File: src/rtl/pipe_trace_buffer_pkg.sv
// Shared encodings for the pipeline trace recorder: FSM states and probe channel slots.
package pipe_trace_pkg;

  typedef enum logic [1:0] {
    ST_IDLE    = 2'd0,
    ST_CAPTURE = 2'd1,
    ST_POST    = 2'd2,
    ST_DUMP    = 2'd3
  } trace_state_e;

  // Channel c of a sample occupies bits [c*DATA_W +: DATA_W].
  localparam int CH_IPC    = 0;
  localparam int CH_IINST  = 1;
  localparam int CH_INST   = 2;
  localparam int CH_EALU   = 3;
  localparam int CH_MALU   = 4;
  localparam int CH_REGDIN = 5;

endpackage

File: src/rtl/pipe_trace_buffer_if.sv
// Capture-control, probe and dump-port bundle between the CPU side and the trace buffer.
interface pipe_trace_if #(
  parameter int DATA_W = 32,
  parameter int CH     = 6,
  parameter int DEPTH  = 16
);
  localparam int AW = $clog2(DEPTH);

  logic                 arm;
  logic                 sample_en;
  logic                 trig;
  logic [AW-1:0]        post_cnt;
  logic [CH*DATA_W-1:0] probe;

  // rd_data/rd_last are valid while rd_valid=1; a sample moves on the rising edge
  // where rd_valid && rd_ready, and is held stable while rd_valid=1 and rd_ready=0.
  logic                 rd_ready;
  logic                 rd_valid;
  logic [CH*DATA_W-1:0] rd_data;
  logic                 rd_last;

  logic [1:0]           state;
  logic                 wrapped;
  logic [AW:0]          count;

  modport master (
    output arm, sample_en, trig, post_cnt, probe, rd_ready,
    input  rd_valid, rd_data, rd_last, state, wrapped, count
  );

  modport slave (
    input  arm, sample_en, trig, post_cnt, probe, rd_ready,
    output rd_valid, rd_data, rd_last, state, wrapped, count
  );
endinterface

File: src/rtl/pipe_trace_buffer_trace_ram.sv
// Sample store: one write port, one synchronous read port, contents never reset.
module trace_ram #(
  parameter int W     = 192,
  parameter int DEPTH = 16,
  parameter int AW    = $clog2(DEPTH)
) (
  input  logic          clk,
  input  logic          we,
  input  logic [AW-1:0] waddr,
  input  logic [W-1:0]  wdata,
  input  logic          re,
  input  logic [AW-1:0] raddr,
  output logic [W-1:0]  rdata
);
  logic [W-1:0] mem [DEPTH];

  // rdata only changes when re=1, so it doubles as the prefetch holding register.
  always_ff @(posedge clk) begin
    if (we) mem[waddr] <= wdata;
    if (re) rdata <= mem[raddr];
  end
endmodule

File: src/rtl/pipe_trace_buffer.sv
// Circular trace capture with post-trigger window, streamed out oldest-first over valid/ready.
module pipe_trace_buffer
  import pipe_trace_pkg::*;
#(
  parameter int DATA_W = 32,
  parameter int CH     = 6,
  parameter int DEPTH  = 16
) (
  input logic         clk,
  input logic         rst_n,
  pipe_trace_if.slave bus
);
  localparam int AW = $clog2(DEPTH);
  localparam int SW = CH * DATA_W;
  localparam logic [AW:0] FULL = (AW+1)'(DEPTH);

  trace_state_e  state;
  logic [AW-1:0] wptr, rptr, rem;
  logic [AW:0]   count, iss_left;
  logic          wrapped;
  logic          q_valid, q_last;
  logic [SW-1:0] q_data;
  logic          rd_valid, rd_last;
  logic [SW-1:0] rd_data;

  logic          wr_en, finish_cap, advance, rd_en, wrap_nxt;
  logic [AW-1:0] wptr_nxt;
  logic [AW:0]   count_nxt;

  always_comb begin
    wr_en      = ((state == ST_CAPTURE) || (state == ST_POST)) && bus.sample_en && !bus.arm;
    wptr_nxt   = wptr + 1'b1;
    wrap_nxt   = wrapped || (&wptr);
    count_nxt  = (count == FULL) ? FULL : count + 1'b1;
    finish_cap = wr_en && (((state == ST_CAPTURE) && bus.trig && (bus.post_cnt == '0)) ||
                           ((state == ST_POST) && (rem == AW'(1))));
    // Output register and RAM prefetch move together whenever the output slot frees up.
    advance    = !rd_valid || bus.rd_ready;
    rd_en      = (state == ST_DUMP) && advance && (iss_left != '0);
  end

  trace_ram #(.W(SW), .DEPTH(DEPTH), .AW(AW)) u_ram (
    .clk   (clk),
    .we    (wr_en),
    .waddr (wptr),
    .wdata (bus.probe),
    .re    (rd_en),
    .raddr (rptr),
    .rdata (q_data)
  );

  always_ff @(posedge clk or negedge rst_n) begin
    if (!rst_n) begin
      state    <= ST_IDLE;
      wptr     <= '0;
      rptr     <= '0;
      rem      <= '0;
      count    <= '0;
      iss_left <= '0;
      wrapped  <= 1'b0;
      q_valid  <= 1'b0;
      q_last   <= 1'b0;
      rd_valid <= 1'b0;
      rd_last  <= 1'b0;
      rd_data  <= '0;
    end else begin
      case (state)
        ST_IDLE: begin
          wptr    <= '0;
          count   <= '0;
          wrapped <= 1'b0;
          if (bus.arm) state <= ST_CAPTURE;
        end
        ST_CAPTURE, ST_POST: begin
          if (bus.arm) begin
            wptr    <= '0;
            count   <= '0;
            wrapped <= 1'b0;
            state   <= ST_CAPTURE;
          end else if (wr_en) begin
            wptr    <= wptr_nxt;
            count   <= count_nxt;
            wrapped <= wrap_nxt;
            if (finish_cap) begin
              // Dump window starts at the oldest surviving sample.
              state    <= ST_DUMP;
              rptr     <= wrap_nxt ? wptr_nxt : '0;
              iss_left <= count_nxt;
              q_valid  <= 1'b0;
              q_last   <= 1'b0;
            end else if ((state == ST_CAPTURE) && bus.trig) begin
              rem   <= bus.post_cnt;
              state <= ST_POST;
            end else if (state == ST_POST) begin
              rem <= rem - 1'b1;
            end
          end
        end
        ST_DUMP: begin
          if (rd_en) begin
            rptr     <= rptr + 1'b1;
            iss_left <= iss_left - 1'b1;
          end
          if (advance) begin
            q_valid  <= rd_en;
            q_last   <= (iss_left == (AW+1)'(1));
            rd_valid <= q_valid;
            rd_data  <= q_data;
            rd_last  <= q_last;
          end
          if (rd_valid && bus.rd_ready && rd_last) begin
            state    <= ST_IDLE;
            rd_valid <= 1'b0;
            rd_last  <= 1'b0;
          end
        end
        default: state <= ST_IDLE;
      endcase
    end
  end

  assign bus.state    = state;
  assign bus.wrapped  = wrapped;
  assign bus.count    = count;
  assign bus.rd_valid = rd_valid;
  assign bus.rd_data  = rd_data;
  assign bus.rd_last  = rd_last;

endmodule

File: src/flat_wrapper.sv
// flat-port wrapper written by rule: the top's interface ports become plain ports
module pipe_trace_buffer_flat import pipe_trace_pkg::*;
#(
  parameter int DATA_W = 32,
  parameter int CH     = 6,
  parameter int DEPTH  = 16
)
  (clk, rst_n, bus_arm, bus_sample_en, bus_trig, bus_post_cnt, bus_probe, bus_rd_ready, bus_rd_valid, bus_rd_data, bus_rd_last, bus_state, bus_wrapped, bus_count);
  pipe_trace_if #(.DATA_W(DATA_W), .CH(CH), .DEPTH(DEPTH)) bus_i ();
  input logic clk;
  input logic rst_n;
  input wire logic [$bits(bus_i.arm)-1:0] bus_arm;
  input wire logic [$bits(bus_i.sample_en)-1:0] bus_sample_en;
  input wire logic [$bits(bus_i.trig)-1:0] bus_trig;
  input wire logic [$bits(bus_i.post_cnt)-1:0] bus_post_cnt;
  input wire logic [$bits(bus_i.probe)-1:0] bus_probe;
  input wire logic [$bits(bus_i.rd_ready)-1:0] bus_rd_ready;
  output wire logic [$bits(bus_i.rd_valid)-1:0] bus_rd_valid;
  output wire logic [$bits(bus_i.rd_data)-1:0] bus_rd_data;
  output wire logic [$bits(bus_i.rd_last)-1:0] bus_rd_last;
  output wire logic [$bits(bus_i.state)-1:0] bus_state;
  output wire logic [$bits(bus_i.wrapped)-1:0] bus_wrapped;
  output wire logic [$bits(bus_i.count)-1:0] bus_count;
  assign bus_i.arm = bus_arm;
  assign bus_i.sample_en = bus_sample_en;
  assign bus_i.trig = bus_trig;
  assign bus_i.post_cnt = bus_post_cnt;
  assign bus_i.probe = bus_probe;
  assign bus_i.rd_ready = bus_rd_ready;
  assign bus_rd_valid = bus_i.rd_valid;
  assign bus_rd_data = bus_i.rd_data;
  assign bus_rd_last = bus_i.rd_last;
  assign bus_state = bus_i.state;
  assign bus_wrapped = bus_i.wrapped;
  assign bus_count = bus_i.count;
  pipe_trace_buffer #(.DATA_W(DATA_W), .CH(CH), .DEPTH(DEPTH)) u_core (.clk(clk), .rst_n(rst_n), .bus(bus_i));
endmodule
File: config.mk
export PLATFORM = sky130hd
export DESIGN_NAME = pipe_trace_buffer_flat
export DESIGN_NICKNAME = d
export VERILOG_FILES = /design/src/rtl/pipe_trace_buffer_pkg.sv /design/src/rtl/pipe_trace_buffer_if.sv /design/src/rtl/pipe_trace_buffer_trace_ram.sv /design/src/rtl/pipe_trace_buffer.sv /design/src/flat_wrapper.sv
export SDC_FILE = /design/constraint.sdc
export NUM_CORES = 2
export LEC_CHECK = 0
export CORE_MARGIN = 2
export CORE_UTILIZATION = 61
export CTS_CLUSTER_DIAMETER = 100
export DETAILED_ROUTE_END_ITERATION = 16
export GPL_TIMING_DRIVEN = 0
export PLACE_DENSITY = 0.79
export SLEW_MARGIN = 5
export SYNTH_ARGS = -nofsm -noshare
export SYNTH_HDL_FRONTEND = slang
export SYNTH_SLANG_ARGS = --single-unit
File: constraint.sdc
create_clock -name clk -period 7.2 [get_ports clk]
set_input_delay 1.44 -clock clk [delete_from_list [all_inputs] [get_ports clk]]
set_output_delay 1.44 -clock clk [all_outputs]
set_load 0.02 [all_outputs]
---- Yosys cells after proc, flatten, opt, wreduce, memory -nomap -nowiden ----
Memory sizes are Yosys's and may differ from the RTL's. A register that Yosys moved wholly into a read port is not among the register bits.
Index checks and enable logic that the tools add are counted.
storage, ports and cells
  bits in registers ....................... 221
  logic and storage cells ................. 110
  memories ................................ 1
  bits in writable memories ............... 3072
operators by class
  eq/ne operators ......................... 15
  reductions and logical operators ........ 32
  muxes and demuxes ....................... 43
  bitwise operators ....................... 2
  $add $sub $neg .......................... 5
memory list
  name              words  bits a word  rd ports  clocked after memory_dff  write ports  RTL line                           RTL
  u_core.u_ram.mem  16     192          1         1                         1            pipe_trace_buffer_trace_ram.sv:15  logic [W-1:0] mem [DEPTH];
operators by type and width
  cell                                                                     number
  4-bit 2-to-1 mux                                                         9
  5-bit 2-to-1 mux                                                         7
  5-bit case mux with 2 select lines                                       2
  4-bit case mux with 2 select lines                                       2
  5-bit AND reduction                                                      3
  1-bit 2-to-1 mux                                                         13
  2-bit 2-to-1 mux                                                         6
  1-bit logical AND                                                        10
  4-bit by 1-bit adder with 4-bit output, second input constant            2
  2-bit inequality test, second input constant                             4
  4-bit AND reduction                                                      2
  2-bit nonzero test                                                       4
  2-bit by 1-bit inequality test with 1-bit output, second input constant  3
  1-bit case mux with 2 select lines                                       3
  2-bit case mux with 3 select lines                                       1
  2-bit AND reduction                                                      3
  5-bit by 1-bit adder with 5-bit output, second input constant            1
  5-bit by 1-bit equality test with 1-bit output, second input constant    1
  5-bit equality test, second input constant                               1
  5-bit nonzero test                                                       1
  5-bit by 1-bit subtractor with 5-bit output, second input constant       1
  2-bit equality test, second input constant                               2
  4-bit by 1-bit equality test with 1-bit output, second input constant    1
  4-bit logical NOT                                                        1
  9 further kinds                                                          14

---- Depth between registers and ports, before layout ----
  word-level depth ........................ 9
  mapped depth ............................ 9

---- Hierarchy ----
A second synthesis with hierarchy kept.
second synthesis, totals
  cell total of the unflattened synthesis .. 6034
  area total of the unflattened synthesis .. 129651.8 sq um
modules (own cells, without submodules)
  module             cells an instance  area each (sq um)  seq. area each (sq um)  instances
  trace_ram          5024               120724.5           98014.0                 1
  pipe_trace_buffer  1010               8927.3             5530.3                  1

---- Least setup slack after synthesis ----
Ideal clock, no wire load.
  path type ............................... input port to flip-flop
  start point ............................. in bus_arm
  end point ............................... mem u_core.u_ram.mem[10][0] (enable)
  slack ................................... 155 ps
  cell stages on the path ................. 4
  data required time ...................... 6625 ps
  setup time .............................. 575 ps
  arrival ................................. 6470 ps
  cells stage by stage .................... nor2_1 nand2_1 nor3b_1 and2_1
between the ends
  longest elaborated chain between the ends .. 4
RTL lines
  item                                    RTL line                           RTL
  start, declared                         flat_wrapper.sv:12                 input wire logic [$bits(bus_i.arm)-1:0] bus_arm;
  1-bit logical NOT                       pipe_trace_buffer.sv:31            wr_en = ((state == ST_CAPTURE) || (state == ST_POST)) && bus.sample_en && !bus.arm;
  1-bit logical AND                       pipe_trace_buffer.sv:31
  1-bit 2-to-1 mux                        pipe_trace_buffer_trace_ram.sv:19  if (we) mem[waddr] <= wdata;
  1-bit 2-to-1 mux (implied by the code)  pipe_trace_buffer_trace_ram.sv:19
  end, declared                           pipe_trace_buffer_trace_ram.sv:15
Every way passes these cells.

==> results_dict.tcl <==
set metrics [dict create \
    max_cap_violations 0 \
    slowest_stage "clkbuf_1" \
    die_area_sq_um 221000 \
    ys_async_sr_fraction_pct 6.34 \
    final_hold_viol_count 0 \
    dp_hpwl_mm 217 \
    area_growth_pct 16.2 \
    core_sq_um 217000 \
    clk_pin_slew_worst_paths_ns 0.06 \
    grt.total_usage_pct 32.3 \
    drc 0 \
    ys.flop_type "edfxtp_1" \
    clock_path_buffers 4 \
    syn_area_sq_um 132000 \
    leakage_nw 51.0 \
    synth_common_cells "edfxtp_1 (3,264), mux2i_1 (577), o21ai_0 (404)" \
    routedWlPerCell_microns 34.1 \
    finalSetupTns_ns 0 \
    dieWidth_microns 470 \
    rows 171 \
    relSlewSlack_pct 1.38 \
    skew_ns 0.0593 \
    syn-num-nets 6733 \
    synth.avg_cell_area_sq_um 20.3 \
    cellPowerDensity_nw_per_um2 407 \
    crit_fanout 10 \
    clockRootBuffer "clkbuf_16" \
    synth_area_leaders "edfxtp_1 (74%), mux4_2 (6.5%), mux2i_1 (4.4%)" \
    worst_path_largest_cell_delay_ns 0.97 \
    synth_edf_count 3264 \
    postRouteAntennaNets 0 \
    crit_path_end_kind "flop" \
    yosysTopAreaCell "edfxtp_1" \
    drive_gt1_share_pct 21.1 \
    yosys_warnings 0 \
    yosysMostFrequentCell "edfxtp_1" \
    period_share_pct 60.0 \
    ys_ff_latch 3485 \
    portBuffers 403 \
    routed_via_density 6.80 \
    post_cts_buffers 0 \
    dr.pass1.iters 6 \
    netlist.area_leader.share_pct 74.0 \
    min_path_type "primary input to asynchronous set/reset pin" \
    path_delay_family "buffers and inverters" \
    fp.dieH_microns 470 \
    synth_cell_types 53 \
    crit_type "flop to flop" \
    fin_area_sq_um 154000 \
    slew_violations 0 \
    crit_arrival_ns 5.09 \
    ir_drop_mv 0.357 \
    postCtsHoldBufs 0 \
    worstSetupStartpointType "flop" \
    synth_cells 6516 \
    drt-initial-drc-count 10300 \
    worst_pin_slew_ns 1.48 \
    period_minus_slack_ns 4.32 \
    worst-path-buf-inv 3 \
    finalSetupViolCount 0 \
    dr_total_vias 71600 \
    max_freq_ghz 0.231 \
    overflow 0 \
    htreeDepth 5 \
    placement.cell_area_sq_um 142000 \
    fill_cells 12300 \
    numClockSinks 3485 \
    cts_made_buffers 357 \
    ys_seq_area_share_pct 78.2 \
    grt_setup_unrepaired "false" \
    crit_chain "buf_2 -> nand2_1 -> clkbuf_1 -> clkbuf_1 -> o21ai_0 -> a21oi_1 -> o21ai_0 -> nand2_1" \
    grt_pass1_vias 72000 \
    grt_first_pass_wirelength_mm 507 \
    grt_max_degree 83 \
    cts-resized-gates 0 \
    num_io_pins 404 \
    gp_congestion 0.811 \
    final_nets 7573 \
    worstPathRequired_ns 7.97 \
    status "finished, final reports clean" \
    start_util_pct 61.2 \
    cts_tree "yes" \
    wirelength_mm 360 \
    antenna_found_initial 85 \
    clock_latency_ns 0.99 \
]
flip-flops by register name, summed over array words and instances, names as in the netlist:
name / count
u_core.bus.count: 5
u_core.bus.rd_data: 192
u_core.bus.rd_last: 1
u_core.bus.rd_valid: 1
u_core.bus.state: 2
u_core.bus.wrapped: 1
u_core.iss_left: 5
u_core.q_last: 1
u_core.q_valid: 1
u_core.rem: 4
u_core.rptr: 4
u_core.u_ram.mem: 3072
u_core.u_ram.rdata: 192
u_core.wptr: 4
power by group:
part | switching (mW) | total [mW] | internal (mW) | leakage (nW)
clock network | 7.62 | 18.4 | 10.8 | 5.62
logic | 11.9 | 19.4 | 7.46 | 13.4
registers | 0.752 | 24.9 | 24.1 | 32.0
cell type report:
type	count	area [sq um]	share of cell area, %
Antenna cell	41	103	0.0667
Buffer	349	2130	1.38
Clock buffer	479	9870	6.42
Clock inverter	159	1700	1.10
Inverter	15	56.3	0.0366
Multi-Input combinational cell	2667	26700	17.4
Sequential cell	3485	104000	67.3
Tap cell	2854	3570	2.32
Timing Repair Buffer	481	6090	3.96
routing by layer:
layer	track usage, %	part of all wire [%]	up-vias
met3	8.23	12	972
met4	17.6	5.7	66
met5	0	0.12	-
li1	-	-	28500
met2	49.9	47	5356
met1	42.8	35	36700
per-stage QoR:
step	utilization (%)	hold WS (ns)	cells	power, mW	setup WS (ns)
floorplan	-	0.454	6516	36.5	0.155
global placement	64.7	0.457	9773	43.7	-6.85
detailed placement	65.6	0.463	9851	44.1	2.24
CTS	71.0	0.420	10500	62.5	3.07
global route	71.0	0.456	10500	64.3	2.83
finish	71.0	0.433	10500	62.6	2.88
kinds of logic after synthesis:
group                    after synthesis  synth area share [%]
AND/OR/NAND/NOR                      277                 0.882
flip-flops                          3485                  78.2
XOR/XNOR                               5                0.0331
buffers and inverters                364                  1.64
AO/OA/AOI/OAI                       1022                  4.93
multiplexers                        1348                  14.2
adder cells (fa/ha/maj)               15                 0.142
path summary, 6_finish.rpt:
| path | startpoint | end | slack (ns) | depth (start not counted) |
|---|---|---|---|---|
| max | u_core.rptr[1] | u_core.u_ram.rdata[158] | 2.88 | 8 |
| min | rst_n | u_core.bus.rd_data[58] | 0.43 | 1 |
| max reg2reg | u_core.rptr[1] | u_core.u_ram.rdata[158] | 2.88 | 8 |
| min reg2reg | u_core.u_ram.rdata[8] | u_core.bus.rd_data[8] | 0.47 | 1 |
| max in group asynchronous | rst_n | u_core.bus.rd_data[135] | 5.69 | 2 |
| min in group clk | u_core.u_ram.rdata[8] | u_core.bus.rd_data[8] | 0.47 | 1 |
cells in the final DEF, fill, tap and decap left out, types with 32 or more instances in the layout:
| cell | count |
|---|---|
| mux4_2 | 384 |
| clkbuf_1 | 230 |
| dfrtp_1 | 221 |
| mux2_2 | 386 |
| bufinv_16 | 32 |
| buf_2 | 83 |
| o21ai_0 | 404 |
| edfxtp_1 | 3264 |
| buf_6 | 70 |
| clkdlybuf4s50_1 | 402 |
| clkbuf_16 | 367 |
| nand2_1 | 213 |
| a22oi_1 | 193 |
| clkinv_1 | 37 |
| buf_16 | 65 |
| diode_2 | 41 |
| buf_4 | 44 |
| mux2i_1 | 577 |
| a21oi_1 | 206 |
| clkinv_2 | 53 |
| a221oi_1 | 174 |
Note: power is estimated with default switching activity, not from simulation.
